<file path="config.mk">
export PLATFORM = sky130hd
export DESIGN_NAME = arbitro_ram
export DESIGN_NICKNAME = d
export VERILOG_FILES = /design/src/rtl/tron_pkg.sv /design/src/rtl/varredura_limpeza.sv /design/src/rtl/arbitro_ram.sv
export SDC_FILE = /design/constraint.sdc
export NUM_CORES = 1
export LEC_CHECK = 0
export BUFFER_PORTS_ARGS = -buffer_cell sky130_fd_sc_hd__buf_2
export CORE_ASPECT_RATIO = 1.5
export CORE_MARGIN = 3
export CORE_UTILIZATION = 45
export CTS_BUF_LIST = sky130_fd_sc_hd__clkbuf_8
export DETAILED_ROUTE_END_ITERATION = 7
export PLACE_DENSITY = 0.74
export SKIP_CTS_REPAIR_TIMING = 1
export SLEW_MARGIN = 5
export SYNTH_ARGS = -nofsm -noshare
export SYNTH_HDL_FRONTEND = slang
export SYNTH_HIERARCHICAL = 1
export SYNTH_SLANG_ARGS = --single-unit
</file>
<file path="constraint.sdc">
create_clock -name VGA_CLK -period 1.8 [get_ports VGA_CLK]
set_input_delay 0.09 -clock VGA_CLK [delete_from_list [all_inputs] [get_ports VGA_CLK]]
set_output_delay 0.09 -clock VGA_CLK [all_outputs]
set_load 0.005 [all_outputs]
</file>
<file path="src/rtl/tron_pkg.sv">
// Shared definitions for the trail frame-buffer arbiter: screen geometry,
// address type, arbiter FSM states and player id.
package tron_pkg;

  localparam int unsigned LARGURA = 640;
  localparam int unsigned ALTURA  = 480;
  localparam int unsigned ADDR_W  = 19;

  typedef logic [ADDR_W-1:0] endereco_t;

  localparam endereco_t TOTAL_PIXELS = endereco_t'(LARGURA * ALTURA);

  typedef enum logic [2:0] {
    OCIOSO,
    LE,
    ESPERA,
    DECIDE,
    ESCREVE,
    CONCLUI,
    LIMPA
  } estado_t;

  typedef logic jogador_t;
  localparam jogador_t JOGADOR1 = 1'b0;
  localparam jogador_t JOGADOR2 = 1'b1;

  function automatic logic fora_da_tela(input endereco_t addr, input endereco_t total);
    return addr >= total;
  endfunction

endpackage

</file>
<file path="src/rtl/varredura_limpeza.sv">
// Clear-scan generator: linear address 0..LARGURA*ALTURA-1 and write data.
// With ARBITRO_RAM_BORDA_EN, x/y counters colour the screen border.
module varredura_limpeza #(
  parameter int unsigned LARGURA = tron_pkg::LARGURA,
  parameter int unsigned ALTURA  = tron_pkg::ALTURA
`ifdef ARBITRO_RAM_BORDA_EN
  ,
  parameter logic [7:0]  COR_BORDA = 8'hE0,
  parameter int unsigned MARGEM    = 16
`endif
) (
  input  logic                        clk,
  input  logic                        reset_n,
  input  logic                        start,
  input  logic                        avanca,
  output logic [tron_pkg::ADDR_W-1:0] addr,
  output logic [7:0]                  dado,
  output logic                        fim
);
  import tron_pkg::*;

  localparam endereco_t ULTIMO = endereco_t'(LARGURA * ALTURA - 1);

  endereco_t r_addr;

  always_ff @(posedge clk) begin
    if (!reset_n) begin
      r_addr <= '0;
    end else if (start) begin
      r_addr <= '0;
    end else if (avanca) begin
      r_addr <= r_addr + endereco_t'(1);
    end
  end

  assign addr = r_addr;
  assign fim  = (r_addr == ULTIMO);

`ifdef ARBITRO_RAM_BORDA_EN
  localparam int unsigned X_W = $clog2(LARGURA);
  localparam int unsigned Y_W = $clog2(ALTURA) + 1;
  localparam logic [X_W-1:0] X_FIM = X_W'(LARGURA - 1);
  localparam logic [X_W-1:0] X_MIN = X_W'(MARGEM);
  localparam logic [X_W-1:0] X_MAX = X_W'(LARGURA - MARGEM);
  localparam logic [Y_W-1:0] Y_MIN = Y_W'(MARGEM);
  localparam logic [Y_W-1:0] Y_MAX = Y_W'(ALTURA - MARGEM);

  logic [X_W-1:0] r_x;
  logic [Y_W-1:0] r_y;
  logic           w_borda;

  // x/y follow the linear address so no divide is needed to locate the pixel
  always_ff @(posedge clk) begin
    if (!reset_n || start) begin
      r_x <= '0;
      r_y <= '0;
    end else if (avanca) begin
      if (r_x == X_FIM) begin
        r_x <= '0;
        r_y <= r_y + Y_W'(1);
      end else begin
        r_x <= r_x + X_W'(1);
      end
    end
  end

  assign w_borda = (r_x < X_MIN) || (r_x >= X_MAX) || (r_y < Y_MIN) || (r_y >= Y_MAX);
  assign dado    = w_borda ? COR_BORDA : '0;
`else
  assign dado = '0;
`endif

endmodule

</file>
<file path="src/rtl/arbitro_ram.sv">
// Port-A arbiter for the trail frame buffer: atomic read-check-write per player
// move, round-robin on ties, and full-screen clear (border via ARBITRO_RAM_BORDA_EN).
module arbitro_ram #(
  parameter int unsigned LARGURA     = tron_pkg::LARGURA,
  parameter int unsigned ALTURA      = tron_pkg::ALTURA,
  parameter int unsigned LAT_LEITURA = 2
`ifdef ARBITRO_RAM_BORDA_EN
  ,
  parameter logic [7:0]  COR_BORDA   = 8'hE0,
  parameter int unsigned MARGEM      = 16
`endif
) (
  input  logic                        VGA_CLK,
  input  logic                        reset_n,
  input  logic                        limpar,
  input  logic                        req1,
  input  logic [tron_pkg::ADDR_W-1:0] addr1,
  input  logic [7:0]                  cor1,
  input  logic                        req2,
  input  logic [tron_pkg::ADDR_W-1:0] addr2,
  input  logic [7:0]                  cor2,
  output logic                        ack1,
  output logic                        ack2,
  output logic                        colisao1,
  output logic                        colisao2,
  output logic                        ocupado,
  output logic [tron_pkg::ADDR_W-1:0] ram_addr,
  output logic [7:0]                  ram_data,
  output logic                        ram_wren,
  input  logic [7:0]                  ram_q
);
  import tron_pkg::*;

  localparam endereco_t  TOTAL      = endereco_t'(LARGURA * ALTURA);
  localparam logic [1:0] ESPERA_INI = 2'(LAT_LEITURA - 2);

  estado_t   r_estado, w_prox;
  endereco_t r_addr;
  logic [7:0] r_cor;
  jogador_t  r_id, r_ultimo, w_vez;
  logic      r_col1, r_col2;
  logic [1:0] r_espera;
  logic      w_fora, w_marca;
  logic      w_lim_start, w_lim_avanca, w_lim_fim;
  endereco_t w_lim_addr;
  logic [7:0] w_lim_dado;

  varredura_limpeza #(
    .LARGURA   (LARGURA),
    .ALTURA    (ALTURA)
`ifdef ARBITRO_RAM_BORDA_EN
    ,
    .COR_BORDA (COR_BORDA),
    .MARGEM    (MARGEM)
`endif
  ) u_varredura (
    .clk     (VGA_CLK),
    .reset_n (reset_n),
    .start   (w_lim_start),
    .avanca  (w_lim_avanca),
    .addr    (w_lim_addr),
    .dado    (w_lim_dado),
    .fim     (w_lim_fim)
  );

  assign w_fora       = fora_da_tela(r_addr, TOTAL);
  assign w_lim_start  = (r_estado == OCIOSO) && limpar;
  assign w_lim_avanca = (r_estado == LIMPA);
  assign w_marca      = ((r_estado == LE) && w_fora) ||
                        ((r_estado == DECIDE) && (ram_q != '0));

  // Tie goes to whoever was not served last
  always_comb begin
    w_vez = JOGADOR1;
    if (req1 && req2) begin
      w_vez = (r_ultimo == JOGADOR1) ? JOGADOR2 : JOGADOR1;
    end else if (req2) begin
      w_vez = JOGADOR2;
    end
  end

  always_ff @(posedge VGA_CLK) begin
    if (!reset_n) begin
      r_estado <= OCIOSO;
    end else begin
      r_estado <= w_prox;
    end
  end

  always_comb begin
    w_prox = r_estado;
    case (r_estado)
      OCIOSO: begin
        if (limpar) begin
          w_prox = LIMPA;
        end else if (req1 || req2) begin
          w_prox = LE;
        end
      end
      LE:      w_prox = w_fora ? CONCLUI : ESPERA;
      ESPERA:  w_prox = (r_espera == '0) ? DECIDE : ESPERA;
      DECIDE:  w_prox = (ram_q != '0) ? CONCLUI : ESCREVE;
      ESCREVE: w_prox = CONCLUI;
      CONCLUI: w_prox = OCIOSO;
      LIMPA:   w_prox = w_lim_fim ? OCIOSO : LIMPA;
      default: w_prox = OCIOSO;
    endcase
  end

  always_ff @(posedge VGA_CLK) begin
    if (!reset_n) begin
      r_addr   <= '0;
      r_cor    <= '0;
      r_id     <= JOGADOR1;
      r_ultimo <= JOGADOR2;
      r_col1   <= 1'b0;
      r_col2   <= 1'b0;
      r_espera <= '0;
    end else begin
      if (r_estado == OCIOSO && !limpar && (req1 || req2)) begin
        r_id   <= w_vez;
        r_addr <= (w_vez == JOGADOR2) ? addr2 : addr1;
        r_cor  <= (w_vez == JOGADOR2) ? cor2 : cor1;
      end
      if (r_estado == OCIOSO && limpar) begin
        r_col1 <= 1'b0;
        r_col2 <= 1'b0;
      end else if (w_marca) begin
        if (r_id == JOGADOR2) begin
          r_col2 <= 1'b1;
        end else begin
          r_col1 <= 1'b1;
        end
      end
      if (r_estado == LE) begin
        r_espera <= ESPERA_INI;
      end else if (r_estado == ESPERA && r_espera != '0) begin
        r_espera <= r_espera - 2'd1;
      end
      if (r_estado == CONCLUI) begin
        r_ultimo <= r_id;
      end
    end
  end

  always_comb begin
    ram_addr = '0;
    ram_data = '0;
    ram_wren = 1'b0;
    ack1     = 1'b0;
    ack2     = 1'b0;
    case (r_estado)
      LE:             ram_addr = w_fora ? '0 : r_addr;
      ESPERA, DECIDE: ram_addr = r_addr;
      ESCREVE: begin
        ram_addr = r_addr;
        ram_data = r_cor;
        ram_wren = 1'b1;
      end
      CONCLUI: begin
        ack1 = (r_id == JOGADOR1);
        ack2 = (r_id == JOGADOR2);
      end
      LIMPA: begin
        ram_addr = w_lim_addr;
        ram_data = w_lim_dado;
        ram_wren = 1'b1;
      end
      default: ;
    endcase
  end

  assign ocupado  = (r_estado != OCIOSO);
  assign colisao1 = r_col1;
  assign colisao2 = r_col2;

endmodule

</file>
==> impl_metrics.ini, run 1 <==
[outcome]
status = finished with violations
violations = setup timing

[timing]
final.min_clock_period_ns = 1.841
fin_ws_ns = -0.04145
fmax_ghz = 0.5431
post-route-period-util_pct = 102.3
skew_ns = 0.002521
drv_slew = 0
finalHoldViolations = 0
grt_setup_unrepaired = yes
setup_viol = 12

[job]
drv_cap = 0

[critical_path]
cp-end-kind = primary output
crit_arrival_ns = 1.75
critPathMostFrequentCell = a211oi_4
crit_buf_inv = 3
required_ns = 1.71
slowest_delay_ns = 0.34
startpoint = r_addr[12]
path_class = register to primary output
cpLargestDelayFamily = compound AO/OA/AOI/OAI gates
reg2reg_from = u_varredura/addr[14]
cp-start-kind = register
path_max_fanout = 12
cp_slowest_cell = dfxtp_2
crit_chain = a21o_1, a211oi_4, buf_4, a211oi_4, buf_6, o22ai_1, buf_2

[yosys]
synth_area_mm2 = 0.003324
yosys_warnings = 6
ys_types = 53
syn_inst = 396
ys_ff_latch = 55
avgSynthCellArea_um2 = 8.395
async_flop_share_pct = 0
synth_edf_count = 0
synth_top_flop_cell = dfxtp_1
ys_seq_area_share_pct = 33.12

[route]
drcViolationCount = 0
drtPass1Iterations = 5
vias_per_cell = 5.595
wire_per_inst_um = 15.96
ant_nets = 0
first_iter_violations = 298
num_vias = 3553
totalWireLength_um = 10140

[global_route]
grtUsageMet2_pct = 40.11
grt.met1_usage_pct = 24.53
grt.overflow.total = 0
antenna_found_initial = 0
grt_busiest_layer = met2
first_global_vias = 3273
met3_usage_pct = 3.171
grt_util_all_layers_pct = 21.63
grt_max_degree = 47
grt_pass1_wl_um = 15240

[floorplanning]
fp.dieH_um = 111.3
fp.dieW_um = 76.18
initial_core_util_pct = 47.24
row_count = 37
die-area_mm2 = 0.008477
core_mm2 = 0.007037
io_pins = 100

[clocking]
clkLatencyLatePin_ns = 0.31
h-tree-depth = 2
cts.clk_slew.worst_paths_ns = 0.10
root_buffer = clkbuf_8
clock_path_buffers = 2
numCtsBuffers = 5
cts_tree = done
cts_sinks = 55

[power]
intPower_mw = 3.145
switching_power_mw = 2.218
p_leak_nw = 2.225
combPwrFrac_pct = 55.8
pwr-share-seq_pct = 31.0
p_per_area_mw_per_mm2 = 1177
finalPower_mw = 5.363
swShare_pct = 41.36
peakVddDrop_mv = 0.7087
pwr-share-clk_pct = 13.2

[min_path]
min_from = cor1[6]
hold_path_class = input port to register

[finish]
num-nets-final = 606
layoutNonFillerInstCount = 635
area_growth_pct = 37.03
drive_above_1_share_pct = 37.17
final.fill_count = 612
final_cell_area_mm2 = 0.004556
diodes = 0

[placement]
placed_cell_area_mm2 = 0.004189
port_buffers = 99
hpwl_um = 6889
gp_congestion = 0.9443
dp_slack_ns = -0.2513
dp.cells = 616
==> worst register-to-register path, cell delays in order (launching register included) <==
cell and delay, ns:
dfxtp_1 0.33, or4b_4 0.55, nor4b_2 0.30, buf_4 0.16
o22ai_1 0.07, o21ai_1 0.16, a21oi_1 0.09
==> path summary, 6_finish.rpt <==
kind / endpoint / slack, ns / depth (start not counted)
max: ram_addr[0] / -0.04 / 7
min: r_cor[6] / 0.12 / 4
max reg2reg: r_estado[2] / 0.03 / 6
min reg2reg: colisao2 / 0.48 / 2
==> stage by stage <==
stage / utilization (%) / hold slack [ns] / setup TNS [ns]
after CTS: 60.83 / 0.1182 / -8.197
after global routing: 64.74 / 0.1353 / -1.430
final: 64.74 / 0.1211 / -0.3347
after detailed placement: 59.53 / 0.4451 / -2.228
after global placement: 59.53 / 0.4363 / -1.585
after floorplan: - / 0.2182 / 0
==> cells in the mapped netlist, types with 2 or more instances <==
| library cell | number | area [um2] |
|---|---|---|
| nor4_1 | 8 | 50.05 |
| inv_1 | 8 | 30.03 |
| dfxtp_1 | 55 | 1101 |
| o22ai_1 | 14 | 87.58 |
| nand3_1 | 4 | 20.02 |
| a22o_1 | 3 | 26.28 |
| nand4_4 | 2 | 42.54 |
| buf_1 | 4 | 15.01 |
| buf_4 | 8 | 60.06 |
| clkbuf_1 | 12 | 45.04 |
| a22oi_1 | 14 | 105.1 |
| clkinv_1 | 2 | 7.510 |
| nor2_1 | 36 | 135.1 |
| nor3_1 | 8 | 40.04 |
| xor2_1 | 4 | 35.03 |
| a21oi_1 | 8 | 40.04 |
| or3_1 | 4 | 25.02 |
| nand2b_1 | 3 | 18.77 |
| nand2_1 | 59 | 221.5 |
| and3_1 | 2 | 12.51 |
| ha_1 | 2 | 25.02 |
| xnor2_1 | 11 | 96.34 |
| mux2i_1 | 38 | 380.4 |
| nor2b_1 | 3 | 18.77 |
| o21ai_0 | 12 | 60.06 |
| nand4_1 | 7 | 43.79 |
| buf_6 | 5 | 56.30 |
| buf_2 | 6 | 30.03 |
| o2bb2ai_1 | 2 | 17.52 |
| o211a_1 | 27 | 270.3 |
| and2_1 | 2 | 12.51 |
| a31oi_1 | 2 | 12.51 |
==> cell usage in the layout, fill, tap and decap left out, types with 6 or more instances in the layout <==
| master | count |
|---|---|
| nor3_1 | 6 |
| buf_2 | 99 |
| nand2_1 | 56 |
| inv_1 | 8 |
| buf_6 | 9 |
| a21oi_1 | 7 |
| o22ai_1 | 12 |
| nand4_1 | 7 |
| nor2_1 | 35 |
| o211a_1 | 27 |
| mux2i_1 | 38 |
| dfxtp_1 | 50 |
| nor4_1 | 8 |
| a22oi_1 | 14 |
| buf_4 | 50 |
| xnor2_1 | 11 |
| o21ai_0 | 9 |
| conb_1 | 8 |
==> sequential cells by signal (all words and copies together), names as in the netlist, 2 cells and up <==
register / flops
u_varredura/addr: 19
r_espera: 2
r_addr: 19
r_estado: 3
r_cor: 8
==> cell type report <==
class,count,area [um2],area share (%)
flip-flops and latches,55,1107,24.31
clock inverters,3,22.52,0.4944
repair buffers,162,1062,23.32
inverters,10,38.79,0.8514
well taps,97,121.4,2.664
multi-input cells,303,2135,46.86
clock buffers,5,68.82,1.511
==> logic make-up after synthesis <==
family,share of synthesized area (%)
AOI/OAI and AO/OA,21.91
xor gates and xnor gates,3.952
adders and majority gates,0.7526
buffers and inverters,7.339
DFF,33.12
muxes,11.78
other,0.1128
and+or+nand+nor,21.04
==> metal layers <==
metal | wire, um | vias to the layer above
met5 | 0 | -
met4 | 307 | 0
met3 | 577 | 26
met2 | 5278 | 158
met1 | 3974 | 1669
li1 | - | 1700
==> power groups by stage <==
stage               Clock (mW)  Combinational (mW)  Sequential [mW]
floorplan                    0                1.56             1.61
global placement             0                2.41             1.63
detailed placement           0                2.46             1.64
CTS                      0.720                2.48             1.62
global route             0.770                3.23             1.68
finish                   0.708                2.99             1.66
No activity file was read; power rests on OpenSTA's default activity.
==> inputs of run 2 (changes only) <==
--- a/config.mk
+++ b/config.mk
@@ -11,10 +11,11 @@
 export CORE_UTILIZATION = 45
 export CTS_BUF_LIST = sky130_fd_sc_hd__clkbuf_8
 export DETAILED_ROUTE_END_ITERATION = 7
-export PLACE_DENSITY = 0.74
+export PLACE_DENSITY = 0.71
 export SKIP_CTS_REPAIR_TIMING = 1
 export SLEW_MARGIN = 5
 export SYNTH_ARGS = -nofsm -noshare
 export SYNTH_HDL_FRONTEND = slang
 export SYNTH_HIERARCHICAL = 1
 export SYNTH_SLANG_ARGS = --single-unit
+export TNS_END_PERCENT = 30
==> constraint.sdc (replaced) <==
create_clock -name VGA_CLK -period 2.35 [get_ports VGA_CLK]
set_input_delay 0.1175 -clock VGA_CLK [delete_from_list [all_inputs] [get_ports VGA_CLK]]
set_output_delay 0.1175 -clock VGA_CLK [all_outputs]
set_load 0.005 [all_outputs]
==> run 2 against run 1 <==
- the flow now finishes without violations
- clock power decreased by 10%
- critical path depth decreased by 1
- non-clock buffer count decreased by 49
- power decreased by 34%
- cell count decreased by 7.7%
- clock skew increased by 0.011 ns
- global-route usage decreased by 1.4 points
- clock-buffer cell count unchanged
- largest power group unchanged
- highest routed layer unchanged
==> impl_metrics.ini, run 2 (same netlist as run 1, synthesis figures left out) <==
[outcome]
status = complete, no violations

[critical_path]
required_ns = 2.23
slowest_delay_ns = 0.50
path_class = register to primary output
cpLargestDelayFamily = compound AO/OA/AOI/OAI gates
path_max_fanout = 16
crit_buf_inv = 2
cp_slowest_cell = a211oi_1
crit_chain = a21o_1, a211oi_1, a211oi_4, buf_12, o21ai_0, buf_2
cp-start-kind = register
cp-end-kind = primary output
r2r_slack_ns = 0.31
crit_arrival_ns = 1.98

[floorplanning]
row_count = 37
initial_core_util_pct = 47.24
fp.dieW_um = 76.18
die-area_mm2 = 0.008477
core_mm2 = 0.007037
fp.dieH_um = 111.3
io_pins = 100

[finish]
final_cell_mix = buf_2 (99), nand2_1 (59), dfxtp_1 (55), mux2i_1 (38), nor2_1 (36)
final_cell_area_mm2 = 0.004021
final_common_cell = buf_2
diodes = 0
area_growth_pct = 20.96
final_util_pct = 57.15
drive_above_1_share_pct = 26.18
num-nets-final = 557

[route]
totalWireLength_um = 8694
first_iter_violations = 195
ant_nets = 0
drtPass1Iterations = 5
drcViolationCount = 0
wire_per_inst_um = 14.84
num_vias = 3243
vias_per_cell = 5.534

[clocking]
clkLatencyLatePin_ns = 0.31
numCtsBuffers = 5
cts_sinks = 55
h-tree-depth = 2
clock_path_buffers = 2
root_buffer = clkbuf_8
cts.clk_slew.worst_paths_ns = 0.10
cts_tree = done

[global_route]
grt_max_degree = 56
first_global_vias = 3062
grt_util_all_layers_pct = 20.25
grt_pass1_wl_um = 14350
grt.overflow.total = 0
antenna_found_initial = 0

[power]
p_leak_nw = 1.904
peakVddDrop_mv = 0.5777
p_per_area_mw_per_mm2 = 885.9
finalPower_mw = 3.563

[min_path]
hold_path_class = input port to register

[timing]
finalHoldViolations = 0
setup_viol = 0
final.min_clock_period_ns = 2.095
relSlewSlack_pct = 59.13
skew_ns = 0.01335
setup_tns_ns = 0
worst_pin_slew_ns = 0.6131
fmax_ghz = 0.4773
grt_setup_unrepaired = no
post-route-period-util_pct = 89.16
drv_slew = 0

[job]
drv_cap = 0

[placement]
hpwl_um = 6399
gp_congestion = 0.8501
placed_cell_area_mm2 = 0.003882
port_buffers = 99
run 2: layer usage:
layer	part of all wire [%]	vias up	global-route usage [%]
met3	5.6	22	3.415
met5	0	-	0
li1	-	1601	-
met1	40	1504	23.73
met4	3.3	0	7.618
met2	51	116	36.55
run 2: worst register-to-register path: cells and delay by family, from the launching register on:
kind / cells / cell delay, ns
and+or+nand+nor: 4 / 1.36
DFF: 1 / 0.46
AOI/OAI and AO/OA: 1 / 0.14
run 2: area by class of cell:
class                   count  area (um2)
inverters                  10       37.54
clock inverters             3       42.54
well taps                  97       121.4
clock buffers               5       68.82
fillers                   675        3015
flip-flops and latches     55        1101
repair buffers            113       625.6
multi-input cells         303        2024
run 2: metrics by stage:
step | hold slack [ns] | setup WS (ns) | cells
2_1_floorplan | 0.2457 | 0.5121 | 403
3_3_place_gp | 0.4531 | 0.2752 | 577
3_5_place_dp | 0.4581 | 0.1874 | 577
4_1_cts | 0.1473 | -0.1668 | 585
5_1_grt | 0.1627 | 0.1394 | 586
6_report | 0.1507 | 0.2548 | 586
run 2: path summary, 6_finish.rpt:
path | startpoint | end | cells past startpoint
max reg2reg | u_varredura/addr[13] | r_estado[1] | 5
min | cor1[0] | r_cor[0] | 4
max | r_addr[12] | ram_addr[15] | 6
min reg2reg | colisao1 | colisao1 | 2
run 2: power breakdown:
part           internal [mW]  leakage, nW  switching [mW]
combinational          0.697         1.40           0.976
clock                  0.318       0.0599           0.316
sequential              1.11        0.448           0.149
==> inputs of run 3 (changes only) <==
--- a/config.mk
+++ b/config.mk
@@ -10,8 +10,10 @@
 export CORE_MARGIN = 3
 export CORE_UTILIZATION = 45
 export CTS_BUF_LIST = sky130_fd_sc_hd__clkbuf_8
+export CTS_CLUSTER_DIAMETER = 120
 export DETAILED_ROUTE_END_ITERATION = 7
-export PLACE_DENSITY = 0.71
+export PLACE_DENSITY = 0.83
+export RECOVER_POWER = 25
 export SKIP_CTS_REPAIR_TIMING = 1
 export SLEW_MARGIN = 5
 export SYNTH_ARGS = -nofsm -noshare
==> run 3 against run 2 <==
- first-iteration DRC count rose by 95%
- setup slack got worse by 0.088 ns
- clock-buffer cell count did not move
- non-clock buffer count fell by 1
- maximum frequency fell by 4.0%
- combinational power barely moved
- sequential power barely moved
- clock power fell by 9.6%
- sequential share of layout area rose by 0.23 points
- sequential cell count did not move
- clock skew rose by 0.0080 ns
- largest cell class unchanged
- largest power group unchanged
==> impl_metrics.ini, run 3 (same netlist as run 1, synthesis figures left out) <==
[outcome]
status = complete, no violations

[power]
pwr-share-seq_pct = 35.7
p_leak_nw = 1.870
switching_power_mw = 1.510
intPower_mw = 2.015
pwr-share-clk_pct = 16.3
combPwrFrac_pct = 48.0
peakVddDrop_mv = 0.5586
swShare_pct = 42.84
finalPower_mw = 3.525
p_per_area_mw_per_mm2 = 883.9

[route]
wire_per_inst_um = 16.05
num_vias = 3443
vias_per_cell = 5.885
first_iter_violations = 381
drcViolationCount = 0
drtPass1Iterations = 6
ant_nets = 0
totalWireLength_um = 9387

[critical_path]
startpoint = r_estado[0]
reg2reg_from = u_varredura/addr[1]
cp-endpoint = ram_addr[0]
cp-end-kind = primary output
crit_arrival_ns = 2.07
required_ns = 2.23
cp-start-kind = register
r2r_slack_ns = 0.22
path_max_fanout = 16
r2r-end = r_estado[2]
rr_worst_depth = 7
path_class = register to primary output

[clocking]
cts_tree = done
clkLatencyLatePin_ns = 0.32
root_buffer = clkbuf_8
numCtsBuffers = 5
clock_path_buffers = 2
cts_sinks = 55
h-tree-depth = 2
cts.clk_slew.worst_paths_ns = 0.12

[finish]
seq_area_mm2 = 0.001101
final_common_cell = buf_2
final_cell_area_mm2 = 0.003988
diodes = 0
final_cell_mix = buf_2 (95), nand2_1 (59), dfxtp_1 (55), mux2i_1 (38), nor2_1 (36)
drive_above_1_share_pct = 25.41
layoutNonFillerInstCount = 585
num-nets-final = 556
multi_input_area_mm2 = 0.002024
area_growth_pct = 19.95
final.fill_count = 656

[timing]
fin_ws_ns = 0.1670
relSlewSlack_pct = 54.43
drv_slew = 0
finalHoldViolations = 0
setup_viol = 0
post-route-period-util_pct = 92.90
setup_tns_ns = 0
fmax_ghz = 0.4581
final.min_clock_period_ns = 2.183
grt_setup_unrepaired = no
worst_pin_slew_ns = 0.6814
skew_ns = 0.02137

[floorplanning]
core_mm2 = 0.007037
die-area_mm2 = 0.008477
row_count = 37
io_pins = 100
fp.dieH_um = 111.3
initial_core_util_pct = 47.24
fp.dieW_um = 76.18

[global_route]
antenna_found_initial = 0
grt_max_degree = 36
grt_util_all_layers_pct = 21.30
grt.overflow.total = 0
first_global_vias = 3165
grt_pass1_wl_um = 14900

[placement]
gp_congestion = 0.8902
port_buffers = 99
placed_cell_area_mm2 = 0.003882
dp.cells = 577
dp_slack_ns = 0.3340
hpwl_um = 7019

[min_path]
hold_path_class = input port to register

[job]
drv_cap = 0
[run 3: final cells by class]
| cell class | count | area share (%) |
|---|---|---|
| Sequential cell | 55 | 27.61 |
| Clock inverter | 3 | 0.8472 |
| Inverter | 10 | 0.9413 |
| Tap cell | 97 | 3.044 |
| Timing Repair Buffer | 112 | 15.06 |
| Clock buffer | 5 | 1.726 |
| Multi-Input combinational cell | 303 | 50.77 |
[run 3: stage by stage]
stage | hold slack (ns) | utilization, %
6_report | 0.1430 | 56.67
2_1_floorplan | 0.2457 | -
5_1_grt | 0.1453 | 56.67
3_5_place_dp | 0.4658 | 55.17
3_3_place_gp | 0.4521 | 55.17
4_1_cts | 0.1410 | 56.63
[run 3: routing by layer]
metal / vias up / global-route usage [%] / share of wire, %
met5: - / 0 / 0
met4: 0 / 8.948 / 3.8
met3: 33 / 2.927 / 6.8
met2: 186 / 40.17 / 52
met1: 1623 / 23.51 / 37
li1: 1601 / - / -
[run 3: how the worst min path moves through the flow]
stage | startpoint | end | depth (start not counted)
final | cor1[7] | r_cor[7] | 4
after global routing | cor2[7] | r_cor[7] | 4
after CTS | cor1[7] | r_cor[7] | 4
after detailed placement | colisao1 | colisao1 | 2
after global placement | colisao1 | colisao1 | 2
after floorplan | reset_n | r_espera[0] | 1
[run 3: power groups by stage]
| stage | sequential, mW | clock, mW | combinational, mW |
|---|---|---|---|
| global placement | 1.26 | 0 | 1.61 |
| CTS | 1.25 | 0.584 | 1.66 |
| global route | 1.28 | 0.613 | 1.84 |
| floorplan | 1.23 | 0 | 1.19 |
| finish | 1.26 | 0.574 | 1.69 |
| detailed placement | 1.28 | 0 | 1.65 |
[run 3: critical path, cell delays in order (launching register included)]
cell and delay (ns):
dfxtp_1 0.34, nand2b_1 0.21, clkinv_1 0.16, a211oi_4 0.63, o22ai_1 0.21, buf_2 0.18
